==> config.mk <==
export PLATFORM = sky130hd
export DESIGN_NAME = imem_boot_loader
export DESIGN_NICKNAME = d
export VERILOG_FILES = /design/src/rtl/imem_boot_loader.sv
export SDC_FILE = /design/constraint.sdc
export NUM_CORES = 1
export LEC_CHECK = 0
export BUFFER_PORTS_ARGS = -buffer_cell sky130_fd_sc_hd__buf_2
export CORE_MARGIN = 1
export CORE_UTILIZATION = 53
export CTS_BUF_LIST = sky130_fd_sc_hd__clkbuf_4
export DETAILED_ROUTE_END_ITERATION = 10
export PLACE_DENSITY = 0.88
export SYNTH_ARGS = -nofsm -noshare
export SYNTH_HDL_FRONTEND = slang
export SYNTH_SLANG_ARGS = --single-unit
export TNS_END_PERCENT = 1
==> constraint.sdc <==
create_clock -name clk -period 4.3 [get_ports clk]
set_input_delay 0.43 -clock clk [delete_from_list [all_inputs] [get_ports clk]]
set_output_delay 0.43 -clock clk [all_outputs]
set_load 0.005 [all_outputs]
==> src/rtl/imem_boot_loader.sv <==
// Boot loader: holds the core in reset while host words stream into consecutive imem words.
// Define LOADER_CHECKSUM_EN to require a trailing checksum word that brings the word sum to zero.
module imem_boot_loader #(
   parameter int ADDR_W = 6
) (
   input  logic              clk,
   input  logic              reset,
   input  logic              load_start,
   input  logic [ADDR_W:0]   load_len,
   input  logic              s_valid,
   input  logic [31:0]       s_data,
   output logic              s_ready,
   output logic              imem_we,
   output logic [31:0]       imem_addr,
   output logic [31:0]       imem_wd,
   output logic              cpu_reset,
   output logic              busy,
   output logic              done,
   output logic              err
);

   localparam logic [ADDR_W:0] MAX_WORDS = {1'b1, {ADDR_W{1'b0}}};
   localparam logic [ADDR_W:0] LEN_ONE   = {{ADDR_W{1'b0}}, 1'b1};

   typedef enum logic [1:0] {IDLE, LOAD, FLUSH, RUN} state_t;

   state_t              state_reg, state_next;
   logic [ADDR_W:0]     len_reg, len_next;
   logic [ADDR_W:0]     cnt_reg, cnt_next;
   logic                we_reg, we_next;
   logic [ADDR_W-1:0]   addr_reg, addr_next;
   logic [31:0]         wd_reg, wd_next;
   logic                err_reg, err_next;
   logic                ready;
   logic                hs;
   logic                len_valid;

`ifdef LOADER_CHECKSUM_EN
   logic [31:0]         sum_reg, sum_next;
   logic [31:0]         sum_total;

   assign sum_total = sum_reg + s_data;
`endif

   assign ready     = (state_reg == LOAD);
   assign hs        = s_valid && ready;
   assign len_valid = (load_len != '0) && (load_len <= MAX_WORDS);

   assign s_ready   = ready;
   assign imem_we   = we_reg;
   assign imem_addr = {{(30 - ADDR_W){1'b0}}, addr_reg, 2'b00};
   assign imem_wd   = wd_reg;
   assign cpu_reset = (state_reg != RUN);
   assign busy      = (state_reg == LOAD) || (state_reg == FLUSH);
   assign done      = (state_reg == RUN);
   assign err       = err_reg;

   always_ff @(posedge clk) begin
      if (reset) begin
         state_reg <= IDLE;
         len_reg   <= '0;
         cnt_reg   <= '0;
         we_reg    <= 1'b0;
         addr_reg  <= '0;
         wd_reg    <= '0;
         err_reg   <= 1'b0;
`ifdef LOADER_CHECKSUM_EN
         sum_reg   <= '0;
`endif
      end else begin
         state_reg <= state_next;
         len_reg   <= len_next;
         cnt_reg   <= cnt_next;
         we_reg    <= we_next;
         addr_reg  <= addr_next;
         wd_reg    <= wd_next;
         err_reg   <= err_next;
`ifdef LOADER_CHECKSUM_EN
         sum_reg   <= sum_next;
`endif
      end
   end

   always_comb begin
      state_next = state_reg;
      len_next   = len_reg;
      cnt_next   = cnt_reg;
      we_next    = 1'b0;
      addr_next  = addr_reg;
      wd_next    = wd_reg;
      err_next   = err_reg;
`ifdef LOADER_CHECKSUM_EN
      sum_next   = sum_reg;
`endif

      case (state_reg)
         // RUN shares the IDLE acceptance rules; leaving RUN re-asserts cpu_reset
         IDLE, RUN: begin
            if (load_start) begin
               if (len_valid) begin
                  state_next = LOAD;
                  len_next   = load_len;
                  cnt_next   = '0;
                  err_next   = 1'b0;
`ifdef LOADER_CHECKSUM_EN
                  sum_next   = '0;
`endif
               end else begin
                  state_next = IDLE;
                  err_next   = 1'b1;
               end
            end
         end

         LOAD: begin
            if (hs) begin
`ifdef LOADER_CHECKSUM_EN
               if (cnt_reg == len_reg) begin
                  // checksum word: never written, only judged
                  if (sum_total == 32'd0) begin
                     state_next = FLUSH;
                  end else begin
                     state_next = IDLE;
                     err_next   = 1'b1;
                  end
               end else begin
                  we_next   = 1'b1;
                  addr_next = cnt_reg[ADDR_W-1:0];
                  wd_next   = s_data;
                  cnt_next  = cnt_reg + LEN_ONE;
                  sum_next  = sum_total;
               end
`else
               we_next   = 1'b1;
               addr_next = cnt_reg[ADDR_W-1:0];
               wd_next   = s_data;
               cnt_next  = cnt_reg + LEN_ONE;
               if (cnt_reg == len_reg - LEN_ONE) begin
                  state_next = FLUSH;
               end
`endif
            end
         end

         FLUSH: begin
            state_next = RUN;
         end

         default: begin
            state_next = IDLE;
         end
      endcase
   end

endmodule
==> results of run 1 <==
[worst max-delay path: stages, from the launching register on]
cell and delay, ps:
dfxtp_1 430, inv_1 60, ha_1 290, o21ba_1 200
a221o_1 350, a211o_1 280, a221oi_2 290, a2bb2oi_1 190
o32ai_1 100
[cells by family after synthesis]
family,count (synthesis),share of synthesized area
other,1,0.001422
AND/OR/NAND/NOR,126,0.2188
multiplexers,6,0.02278
buffers and inverters,52,0.1144
adder cells (fa/ha/maj),5,0.02373
XOR/XNOR,14,0.04651
AO/OA/AOI/OAI,63,0.1471
flip-flops,56,0.4253
[layer usage]
metal,wire length [µm],part of all wire,global-route usage,vias up
li1,-,-,-,1169
met4,92,0.017,0.06754,0
met3,287,0.054,0.04167,10
met1,2402,0.45,0.2448,1028
met5,0,0,0,-
met2,2541,0.48,0.3468,70
[cell usage after synthesis, drive strengths merged (2+ instances only)]
master,instances
o21ai,5
nor2,19
or2,2
xnor2,9
nand3,6
a211oi,2
mux2i,6
nor4b,3
ha,5
nand2,79
nor3,5
inv,7
or3,2
xor2,5
buf,28
nand4,3
dfxtp,56
a21oi,46
clkbuf,16
[report_power, final]
part	internal, µW	switching (µW)	total, µW
clock	65.1	167	232
combinational	138	209	348
sequential	565	37.4	602
[cell type report]
class | instances | area (µm²)
clock buffers | 5 | 37.54
clock inverters | 3 | 21.27
well taps | 67 | 83.83
flip-flops and latches | 56 | 1121
repair buffers | 88 | 445.4
fillers | 435 | 1708
multi-input cells | 240 | 1308
inverters | 8 | 30.03
[path summary, 6_finish.rpt]
path                             startpoint      endpoint  cells past startpoint
worst min-delay path             s_data[13]   imem_wd[13]                      3
worst max-delay path             len_reg[0]  state_reg[0]                      8
worst min register to register  imem_wd[30]   imem_wd[30]                      2
worst max register to register   len_reg[0]  state_reg[0]                      8
[per-stage QoR]
step	setup slack (ps)	cells	power [µW]
finish	1989	467	1182
global route	1829	467	1256
CTS	1993	467	1189
detailed placement	2000	459	958.1
global placement	2083	459	949.6
floorplan	2168	348	869.4
==> impl_metrics.tcl, run 1 <==
set metrics [dict create \
    report.final.slew_viol_count 0 \
    globalplace.congestion 0.8095 \
    rsz0062_at_grt "no" \
    setup_viol 0 \
    required_ps 4550 \
    dieWidth_um 72.53 \
    grt_pass1_vias 1919 \
    yosys-top-cells-area "dfxtp_1 43%, nand2_1 11%, a21oi_1 8.7%" \
    grt_overflow 0 \
    yosys_warnings 0 \
    die_h_um 72.53 \
    netlist.area_leader.share 0.4252 \
    slew_headroom 0.4027 \
    h-tree-depth 2 \
    synth_seq_cells 56 \
    min_path_type "in -> reg" \
    antenna_found_initial 0 \
    core_area_um2 4755 \
    synth-edff-count 0 \
    drv_cap 0 \
    drt_first_pass_iters 4 \
    layout_commonest_cell "buf_2" \
    syn_avg_cell_area_um2 8.162 \
    cts_setup_buffers 0 \
    status "complete, no violations" \
    grt_first_pass_wirelength_um 8335 \
    seq_area_frac_synth 0.4252 \
    fin_crit_ps 2311 \
    start_kind "register" \
    synth_area_um2 2636 \
    cts_tree "built" \
    critPathArrivalTime_ps 2560 \
    cts_buffers 5 \
    ant_nets 0 \
    finalClockSkew_ps 16.12 \
    cts_resized 0 \
    synth_cells 323 \
    crit_type "reg -> reg" \
    vdd_drop_max_mv 0.2393 \
    final_area_um2 3047 \
    die_area_um2 5260 \
    cts_hold_buf 0 \
    cp_max_fo 8 \
    vias_per_cell 4.876 \
    worstSkewPairLatency_ps 390 \
    row_count 25 \
    wl_per_cell_um 11.40 \
    totalWireLength_um 5323 \
    hold_viol_final 0 \
    grt_max_degree 52 \
    crit_path_end_kind "register" \
    largest_register_ffs 32 \
    finalNetCount 447 \
    ys.flop_type "dfxtp_1" \
    path_clk_slew_ps 170 \
    grtUsageTotal 0.1995 \
    placed_cell_area_um2 2988 \
    dr.first_iter.drc_count 67 \
    fin_hold_ws_ps 252.6 \
    drc 0 \
    initial_core_util 0.5545 \
    pin_count 113 \
    io_buffers 86 \
    p_per_area_nw_per_um2 387.9 \
    synth.distinct_cells 46 \
    fin_crit_sh 0.5376 \
    cts-root-buf "clkbuf_4" \
    p_leak_uw 0.001316 \
    fmax_mhz 432.6 \
    final_cell_mix "86 x buf_2, 79 x nand2_1, 56 x dfxtp_1, 46 x a21oi_1, 26 x conb_1" \
    routed-via-count 2277 \
    regToRegSetupSlack_ps 1990 \
    yosysTopAreaCell "dfxtp_1" \
    dpl.hpwl_um 3851 \
    cts_buffer_depth 2 \
    num_antenna_cells 0 \
    cts.sinks 56 \
    tightest_slew_ps 895.9 \
    synthArstFlopShare 0 \
    fin_util 0.6408 \
    syn2layout_area_growth_pct 15.57 \
    fin_tns_setup_ps 0 \
    drive_above_1_share 0.2700 \
]
Power figures use the tool's default switching activity.
==> run 2: changes to the inputs <==
--- a/config.mk
+++ b/config.mk
@@ -7,10 +7,10 @@
 export LEC_CHECK = 0
 export BUFFER_PORTS_ARGS = -buffer_cell sky130_fd_sc_hd__buf_2
 export CORE_MARGIN = 1
-export CORE_UTILIZATION = 53
+export CORE_UTILIZATION = 49
 export CTS_BUF_LIST = sky130_fd_sc_hd__clkbuf_4
 export DETAILED_ROUTE_END_ITERATION = 10
-export PLACE_DENSITY = 0.88
+export PLACE_DENSITY = 0.82
 export SYNTH_ARGS = -nofsm -noshare
 export SYNTH_HDL_FRONTEND = slang
 export SYNTH_SLANG_ARGS = --single-unit
==> constraint.sdc (replaced) <==
create_clock -name clk -period 2.2 [get_ports clk]
set_input_delay 0.22 -clock clk [delete_from_list [all_inputs] [get_ports clk]]
set_output_delay 0.22 -clock clk [all_outputs]
set_load 0.005 [all_outputs]
==> run 2 against run 1 <==
  * Routed wire length up 4.5%
  * Critical path depth is the same
  * Core utilization down 3.1 points
  * Combinational power up 110%
==> impl_metrics.tcl, run 2 (synthesis results as in run 1) <==
set metrics [dict create \
    dp.cells 470 \
    fin_util 0.6098 \
    cts_tree "built" \
    r2r-end "state_reg[0]" \
    initial_core_util 0.5129 \
    fin_crit_ps 2115 \
    die_h_um 75.35 \
    globalplace.congestion 0.8546 \
    critPathArrivalTime_ps 2370 \
    fin_crit_sh 0.9612 \
    dpl.hpwl_um 4050 \
    placed_cell_area_um2 3052 \
    cp_max_fo 4 \
    final_cell_mix "86 x buf_2, 79 x nand2_1, 54 x dfxtp_1, 46 x a21oi_1, 26 x conb_1" \
    totalWireLength_um 5564 \
    grt_first_pass_wirelength_um 8390 \
    min_path_type "in -> reg" \
    hold_viol_final 0 \
    setup_viol 0 \
    row_count 26 \
    io_buffers 86 \
    grtUsageTotal 0.1934 \
    critical_path_buf_inv_count 1 \
    rsz0062_at_grt "no" \
    pin_count 113 \
    stdcell_count 479 \
    die_area_um2 5678 \
    path_clk_slew_ps 160 \
    crit_cells 8 \
    dr.first_iter.drc_count 51 \
    cts-root-buf "clkbuf_4" \
    cts_buffers 5 \
    dieWidth_um 75.35 \
    crit_type "reg -> reg" \
    slowest_stage "dfxtp_2" \
    p_per_area_nw_per_um2 757.6 \
    reg2reg_depth 8 \
    core_area_um2 5140 \
    finalClockSkew_ps 12.04 \
    start_kind "register" \
    cts_buffer_depth 2 \
    wl_per_cell_um 11.62 \
    h-tree-depth 2 \
    num_antenna_cells 0 \
    crit_chain "inv_1 -> ha_1 -> o21ba_1 -> a221o_1 -> a211o_1 -> a221oi_4 -> a2bb2oi_1 -> o32ai_1" \
    finalNetCount 456 \
    cp-startpoint "len_reg[0]" \
    worstSkewPairLatency_ps 370 \
    num-fill-cells 475 \
    drive_above_1_share 0.2910 \
    ant_nets 0 \
    regToRegSetupSlack_ps 90 \
    routed-via-count 2340 \
    status "complete, no violations" \
    grt_max_degree 39 \
    final_area_um2 3134 \
    grt_overflow 0 \
    layout_commonest_cell "buf_2" \
    vias_per_cell 4.885 \
    fmax_mhz 472.9 \
    drv_cap 0 \
    critPathCapture "state_reg[0]" \
    drc 0 \
    required_ps 2460 \
    report.final.slew_viol_count 0 \
    antenna_found_initial 0 \
    crit_path_end_kind "register" \
    grt_pass1_vias 1955 \
    drt_first_pass_iters 4 \
    p_leak_uw 0.001362 \
    cts.sinks 56 \
    vdd_drop_max_mv 0.3987 \
    r2r_start "len_reg[0]" \
    fin_hold_ws_ps 65.00 \
    max_stage_delay_ps 350 \
    syn2layout_area_growth_pct 18.89 \
    largest_register_ffs 32 \
    fin_tns_setup_ps 0 \
    crit_family "compound AO/OA/AOI/OAI gates" \
]
run 2: repair_timing:
action / in CTS / in global routing
buffers inserted: 0 / 1
endpoints found under the setup margin: 0 / 2
hold buffers: 0 / 0
hold endpoints to repair: 0 / 0
resized for setup: 0 / 3
run 2: final cells by class:
cell class	count	area, µm²	share of cell area
Inverter	8	30.03	0.009581
Tap cell	70	87.58	0.02794
Clock buffer	6	45.04	0.01437
Sequential cell	56	1124	0.3585
Multi-Input combinational cell	240	1319	0.4208
Timing Repair Buffer	97	513.0	0.1637
Clock inverter	2	16.27	0.005190
run 2: worst min-delay path by stage:
stage                       end   startpoint  slack (ps)  cells past startpoint
floorplan            imem_wd[0]    s_data[0]         360                      2
global placement    imem_wd[15]  imem_wd[15]         440                      2
detailed placement  imem_wd[12]  imem_wd[12]         440                      2
CTS                 imem_wd[19]   s_data[19]          40                      3
global route        imem_wd[14]   s_data[14]          40                      3
finish              imem_wd[25]   s_data[25]          70                      3
run 2: stage by stage:
stage               setup slack (ps)  power (µW)
global route                   4.138        2554
floorplan                      67.98        1699
CTS                            25.43        2397
finish                         85.29        2374
detailed placement             55.60        1936
global placement               139.9        1903
run 2: metal layers:
layer | global-route usage | wire (µm) | vias up
met5 | 0 | 0 | -
met4 | 0.08230 | 74 | 0
met3 | 0.02910 | 264 | 8
met2 | 0.3403 | 2782 | 80
met1 | 0.2355 | 2443 | 1068
li1 | - | - | 1184
run 2: where the power goes:
part / switching, µW / total [µW] / internal [µW]
registers: 72.3 / 1180 / 1100
clock network: 313 / 454 / 140
logic: 432 / 744 / 311
total: 818 / 2370 / 1560
run 2: worst register-to-register path: cells and delay by family (launching register included):
kind                     cells  cell delay (ps)
AO/OA/AOI/OAI                6             1380
flip-flops                   1              350
adder cells (fa/ha/maj)      1              240
buffers and inverters        1               40
